===== src/rtl/i2c_pkg.sv =====
// Shared I2C definitions: receiver state encoding, byte width and default target address.
package i2c_pkg;

  localparam int unsigned I2C_BYTE_W = 8;
  localparam logic [I2C_BYTE_W-1:0] I2C_DEFAULT_ADDR = 8'hA9;

  // Prefixed so they coexist with the controller's own state names
  typedef enum logic [2:0] {
    RX_IDLE,
    RX_START,
    RX_ADDR,
    RX_DATA,
    RX_SKIP
  } rx_state_t;

endpackage


===== src/rtl/i2c_byte_receiver_if.sv =====
// Serial input, consumer handshake and status bundle of the I2C byte receiver.
interface i2c_byte_receiver_if;
  import i2c_pkg::*;

  logic                  sda_in;
  logic                  rx_ready;
  logic                  clear_err;
  logic [I2C_BYTE_W-1:0] rx_data;
  logic                  rx_valid;
  logic                  busy;
  logic                  addr_miss;
  logic                  overrun;

  modport master (
    output sda_in, rx_ready, clear_err,
    input  rx_data, rx_valid, busy, addr_miss, overrun
  );

  modport slave (
    input  sda_in, rx_ready, clear_err,
    output rx_data, rx_valid, busy, addr_miss, overrun
  );

endinterface


===== src/rtl/i2c_shift_in.sv =====
// MSB-first byte deserializer; byte_c/done_c present the full byte on the cycle the 8th bit arrives.
module i2c_shift_in
  import i2c_pkg::*;
(
  input  logic                  clk,
  input  logic                  rst_n,
  input  logic                  clr,
  input  logic                  en,
  input  logic                  bit_in,
  output logic [I2C_BYTE_W-1:0] byte_c,
  output logic                  done_c
);

  localparam int unsigned CNT_W = 3;

  // Only the 7 earlier bits are stored; the 8th comes straight from bit_in
  logic [I2C_BYTE_W-2:0] shreg_q;
  logic [CNT_W-1:0]      cnt_q;

  always_ff @(posedge clk or negedge rst_n) begin
    if (!rst_n) begin
      shreg_q <= '0;
      cnt_q   <= '0;
    end else if (clr) begin
      cnt_q   <= '0;
    end else if (en) begin
      cnt_q   <= CNT_W'(cnt_q + 1'b1);
      shreg_q <= {shreg_q[I2C_BYTE_W-3:0], bit_in};
    end
  end

  assign byte_c = {shreg_q, bit_in};
  assign done_c = en && (cnt_q == CNT_W'(I2C_BYTE_W - 1));

endmodule


===== src/rtl/i2c_byte_receiver.sv =====
// Target-side I2C frame receiver: start detect, address filter, data byte into a valid/ready holding register.
module i2c_byte_receiver
  import i2c_pkg::*;
#(
  parameter logic [I2C_BYTE_W-1:0] OWN_ADDR  = I2C_DEFAULT_ADDR,
  parameter int unsigned           START_LEN = 2
)(
  input  logic                clk,
  input  logic                rst_n,
  i2c_byte_receiver_if.slave  bus
);

  localparam int unsigned LOW_W = 4;

  rx_state_t             state_q, state_d;
  logic [LOW_W-1:0]      low_cnt_q, low_cnt_d, low_cnt_inc;
  logic                  shift_en, shift_clr;
  logic                  byte_done;
  logic [I2C_BYTE_W-1:0] shift_byte;
  logic                  load, miss;

  logic [I2C_BYTE_W-1:0] rx_data_q;
  logic                  rx_valid_q, busy_q, addr_miss_q, overrun_q;

  i2c_shift_in u_shift (
    .clk    (clk),
    .rst_n  (rst_n),
    .clr    (shift_clr),
    .en     (shift_en),
    .bit_in (bus.sda_in),
    .byte_c (shift_byte),
    .done_c (byte_done)
  );

  assign low_cnt_inc = LOW_W'(low_cnt_q + 1'b1);

  always_ff @(posedge clk or negedge rst_n) begin
    if (!rst_n) begin
      state_q   <= RX_IDLE;
      low_cnt_q <= '0;
    end else begin
      state_q   <= state_d;
      low_cnt_q <= low_cnt_d;
    end
  end

  always_comb begin
    state_d   = state_q;
    low_cnt_d = low_cnt_q;
    shift_en  = 1'b0;
    shift_clr = 1'b0;
    load      = 1'b0;
    miss      = 1'b0;
    unique case (state_q)
      RX_IDLE: begin
        if (!bus.sda_in) begin
          if (START_LEN == 1) begin
            state_d   = RX_ADDR;
            shift_clr = 1'b1;
          end else begin
            state_d   = RX_START;
            low_cnt_d = LOW_W'(1);
          end
        end
      end
      RX_START: begin
        if (!bus.sda_in) begin
          low_cnt_d = low_cnt_inc;
          if (low_cnt_inc == LOW_W'(START_LEN)) begin
            state_d   = RX_ADDR;
            low_cnt_d = '0;
            shift_clr = 1'b1;
          end
        end else begin
          // Glitch: too short to be a start, drop silently
          state_d   = RX_IDLE;
          low_cnt_d = '0;
        end
      end
      RX_ADDR: begin
        shift_en = 1'b1;
        if (byte_done) begin
          if (shift_byte == OWN_ADDR) begin
            state_d = RX_DATA;
          end else begin
            state_d = RX_SKIP;
            miss    = 1'b1;
          end
        end
      end
      RX_DATA: begin
        shift_en = 1'b1;
        if (byte_done) begin
          state_d = RX_IDLE;
          load    = 1'b1;
        end
      end
      RX_SKIP: begin
        shift_en = 1'b1;
        if (byte_done) state_d = RX_IDLE;
      end
      default: state_d = RX_IDLE;
    endcase
  end

  // Holding register and status; a load during a same-cycle accept replaces the old byte
  always_ff @(posedge clk or negedge rst_n) begin
    if (!rst_n) begin
      rx_data_q   <= '0;
      rx_valid_q  <= 1'b0;
      busy_q      <= 1'b0;
      addr_miss_q <= 1'b0;
      overrun_q   <= 1'b0;
    end else begin
      busy_q      <= (state_d != RX_IDLE);
      addr_miss_q <= miss;
      if (load) begin
        if (!rx_valid_q || bus.rx_ready) begin
          rx_data_q  <= shift_byte;
          rx_valid_q <= 1'b1;
        end
      end else if (bus.rx_ready) begin
        rx_valid_q <= 1'b0;
      end
      if (load && rx_valid_q && !bus.rx_ready) begin
        overrun_q <= 1'b1;
      end else if (bus.clear_err) begin
        overrun_q <= 1'b0;
      end
    end
  end

  assign bus.rx_data   = rx_data_q;
  assign bus.rx_valid  = rx_valid_q;
  assign bus.busy      = busy_q;
  assign bus.addr_miss = addr_miss_q;
  assign bus.overrun   = overrun_q;

endmodule


===== src/flat_wrapper.sv =====
// flat-port wrapper written by rule: the top's interface ports become plain ports
module i2c_byte_receiver_flat import i2c_pkg::*;
#(
  parameter logic [I2C_BYTE_W-1:0] OWN_ADDR  = I2C_DEFAULT_ADDR,
  parameter int unsigned           START_LEN = 2
)
  (clk, rst_n, bus_sda_in, bus_rx_ready, bus_clear_err, bus_rx_data, bus_rx_valid, bus_busy, bus_addr_miss, bus_overrun);
  i2c_byte_receiver_if bus_i ();
  input  logic clk;
  input  logic rst_n;
  input wire logic [$bits(bus_i.sda_in)-1:0] bus_sda_in;
  input wire logic [$bits(bus_i.rx_ready)-1:0] bus_rx_ready;
  input wire logic [$bits(bus_i.clear_err)-1:0] bus_clear_err;
  output wire logic [$bits(bus_i.rx_data)-1:0] bus_rx_data;
  output wire logic [$bits(bus_i.rx_valid)-1:0] bus_rx_valid;
  output wire logic [$bits(bus_i.busy)-1:0] bus_busy;
  output wire logic [$bits(bus_i.addr_miss)-1:0] bus_addr_miss;
  output wire logic [$bits(bus_i.overrun)-1:0] bus_overrun;
  assign bus_i.sda_in = bus_sda_in;
  assign bus_i.rx_ready = bus_rx_ready;
  assign bus_i.clear_err = bus_clear_err;
  assign bus_rx_data = bus_i.rx_data;
  assign bus_rx_valid = bus_i.rx_valid;
  assign bus_busy = bus_i.busy;
  assign bus_addr_miss = bus_i.addr_miss;
  assign bus_overrun = bus_i.overrun;
  i2c_byte_receiver #(.OWN_ADDR(OWN_ADDR), .START_LEN(START_LEN)) u_core (.clk(clk), .rst_n(rst_n), .bus(bus_i));
endmodule

===== config.mk =====
export PLATFORM = sky130hd
export DESIGN_NAME = i2c_byte_receiver_flat
export DESIGN_NICKNAME = d
export VERILOG_FILES = /design/src/rtl/i2c_pkg.sv /design/src/rtl/i2c_byte_receiver_if.sv /design/src/rtl/i2c_shift_in.sv /design/src/rtl/i2c_byte_receiver.sv /design/src/flat_wrapper.sv
export SDC_FILE = /design/constraint.sdc
export NUM_CORES = 1
export LEC_CHECK = 0
export ABC_CLOCK_PERIOD_IN_PS = 5550
export BUFFER_PORTS_ARGS = -buffer_cell sky130_fd_sc_hd__buf_2
export CORE_MARGIN = 1.5
export CORE_UTILIZATION = 60
export DETAILED_ROUTE_END_ITERATION = 16
export PLACE_DENSITY = 0.89
export SLEW_MARGIN = 15
export SYNTH_ARGS = -nofsm -noshare
export SYNTH_HDL_FRONTEND = slang
export SYNTH_HIERARCHICAL = 1
export SYNTH_SLANG_ARGS = --single-unit

===== constraint.sdc =====
create_clock -name clk -period 5.55 [get_ports clk]
set_input_delay 1.11 -clock clk [delete_from_list [all_inputs] [get_ports clk]]
set_output_delay 1.11 -clock clk [all_outputs]
set_load 0.02 [all_outputs]

==> impl_metrics.ini <==
[finish]
fin_area_um2 = 1570
final_common_cell = dfrtp_1
final_layout_size_suffix_gt1_frac = 0.314
nNetsFinal = 146
area_delta_synth_final_pct = 7.53
final_cells = 165
final_util = 0.698
mostFrequentLayoutCells = dfrtp_1, buf_2, mux2_4
diodes = 0

[synth]
netlist.area_leader.share = 0.496
synthTopCellsByArea = dfrtp_1, mux2_4, mux2_2
synth_cells = 120
syn_area_um2 = 1460
syn_area_per_cell_um2 = 12.2
synth_cell_type_count = 38
synth_top_cell_by_area = dfrtp_1
ys_seq_area_frac = 0.496
syn_nets = 129
ys.warnings.count = 6
ys_ff_latch = 29

[drt]
drtPass1Iterations = 4
wl_per_cell_um = 15.3
num_vias = 963
routed_wl_um = 2530
drtIter0Drc = 24
routed_via_density = 5.84
route.antenna.remaining_nets = 0
route.detailed.drc = 0

[pwr]
powerDensity_nw_per_um2 = 554
p_seq_frac = 0.437
p_leak_nw = 0.749
vdd_drop_max_mv = 0.361
p_comb_frac = 0.419
swShare = 0.376
clkPwrFrac = 0.145
switching_power_uw = 328
cellInternalPower_uw = 543

[sta]
fin_skew_ns = 0.00892
fin_crit_sh = 0.470
period_needed_ns = 2.61
hold_ws_ns = 0.508
finalHoldViolCount = 0
relSlewSlack = 0.503
finalSetupViolations = 0
rsz0062_at_grt = no
max_freq_ghz = 0.384
drv_slew = 0
tightestPinTransition_ns = 0.737
fin_tns_setup_ns = 0

[clocking]
cts_root_buf = clkbuf_4
clock-sinks = 29
clkTransAtPathRegs_ns = 0.09
ctsResizeCount = 0
post-cts-setup-buffers = 0
clock_path_buffers = 2
cts_tree = done
clock_latency_ns = 0.33
cts_hold_buf = 0
cts_buffers = 5
htreeDepth = 2

[critical_path]
reg2regPathDepth = 6
required_ns = 5.76
r2r_slack_ns = 2.94
worstPathArrival_ns = 2.82
critPathMaxFanout = 9
cp-endpoint = u_core/bus.rx_data[4]
crit_type = reg -> reg
startpoint_type = flip-flop
reg2reg_to = u_core/bus.rx_data[4]
crit_start = u_core/state_q[2]
end_kind = flip-flop
reg2reg_from = u_core/state_q[2]

[placement]
dp_cells = 158
post_dp_cell_area_um2 = 1520
place_hpwl_um = 1870
port-buffer-count = 16
place.gp.congestion = 0.876

[job]
drv_cap = 0

[grt]
grt_max_degree = 30
grt.total_usage = 0.229
antenna_found_initial = 0
grt_pass1_vias = 905
grt_overflow = 0
grt_pass1_wl_um = 4350

[min_path]
hold_path.class = reg -> reg

[die]
num_rows = 17
die_y_um = 52.4
die-area_um2 = 2740
die_w_um = 52.4
initial_core_util = 0.649
core_um2 = 2250
ios = 17

[status]
status = finished clean
## power groups by stage
stage          Combinational (mW)  Sequential (mW)  Clock (mW)
2_1_floorplan               0.289            0.384           0
3_3_place_gp                0.348            0.376           0
3_5_place_dp                0.364            0.384           0
4_1_cts                     0.367            0.379       0.131
5_1_grt                     0.404            0.393       0.142
6_report                    0.365            0.380       0.126
## registers in the layout, indices dropped and copies added (netlist names)
| register | flops |
|---|---|
| u_core/bus.addr_miss | 1 |
| u_core/bus.busy | 1 |
| u_core/bus.overrun | 1 |
| u_core/bus.rx_data | 8 |
| u_core/bus.rx_valid | 1 |
| u_core/low_cnt_q | 4 |
| u_core/state_q | 3 |
| u_core/u_shift/cnt_q | 3 |
| u_core/u_shift/shreg_q | 7 |
## worst max-delay path, stage by stage, from the launching register on
cell and delay, ns:
dfrtp_1 0.58, nand2b_1 0.15, o21ai_0 0.61, and2_2 0.36
nand3_4 0.11, nor2b_4 0.34, mux2_4 0.34
## area by class of cell
cell class / count / area [µm²]
sequential: 29 / 726
timing repair buffer: 16 / 80.1
clock buffer: 7 / 55.1
tap: 28 / 35.0
inverter: 5 / 18.8
fill: 162 / 682
multi-input combinational: 80 / 658
## per-stage QoR
step	power, mW	setup WS [ns]
floorplan	0.673	3.28
global placement	0.724	3.06
detailed placement	0.748	2.96
CTS	0.877	3.00
global route	0.939	2.83
finish	0.871	2.94
## Yosys cell counts (all sizes together)
| master | n |
|---|---|
| a21bo | 1 |
| a21boi | 1 |
| a21o | 1 |
| a21oi | 2 |
| a31oi | 3 |
| a32oi | 1 |
| a41o | 1 |
| and2 | 2 |
| and3 | 1 |
| buf | 6 |
| dfrtp | 29 |
| ha | 4 |
| inv | 5 |
| mux2 | 15 |
| mux2i | 3 |
| nand2 | 7 |
| nand2b | 4 |
| nand3 | 2 |
| nand3b | 1 |
| nor2 | 7 |
| nor2b | 3 |
| nor3 | 3 |
| nor3b | 1 |
| nor4 | 2 |
| nor4bb | 2 |
| o21ai | 8 |
| o221ai | 1 |
| o22ai | 1 |
| o31a | 1 |
| or2b | 1 |
| xnor2 | 1 |
## how the worst min path moves through the flow
stage | end | depth (start not counted) | slack (ns) | start
global route | u_core/bus.rx_data[3] | 1 | 0.54 | u_core/bus.rx_data[3]
global placement | u_core/bus.rx_data[4] | 1 | 0.50 | u_core/bus.rx_data[4]
finish | u_core/bus.rx_data[5] | 1 | 0.51 | u_core/bus.rx_data[5]
floorplan | u_core/u_shift/cnt_q[1] | 2 | 0.49 | u_core/u_shift/cnt_q[1]
CTS | u_core/bus.rx_data[5] | 1 | 0.51 | u_core/bus.rx_data[5]
detailed placement | u_core/bus.rx_data[5] | 1 | 0.49 | u_core/bus.rx_data[5]
## per-layer routing
layer,routed length (µm),GRT usage,up-vias,share of wire
li1,-,-,458,-
met1,1190,0.298,470,0.47
met2,1160,0.335,28,0.46
met3,128,0.0857,7,0.051
met4,48,0.111,0,0.019
met5,0,0,-,0
## cell families (layout without fill, tap and decap cells)
kind of cell,Yosys count,after routing,synth area share
AOI/OAI and AO/OA,21,21,0.0933
xor gates and xnor gates,1,1,0.00599
adders and majority gates,4,4,0.0342
buffers and inverters,11,28,0.0539
DFF,29,29,0.496
muxes,18,18,0.157
and+or+nand+nor,36,36,0.160
(Power assumes the default switching activity.)
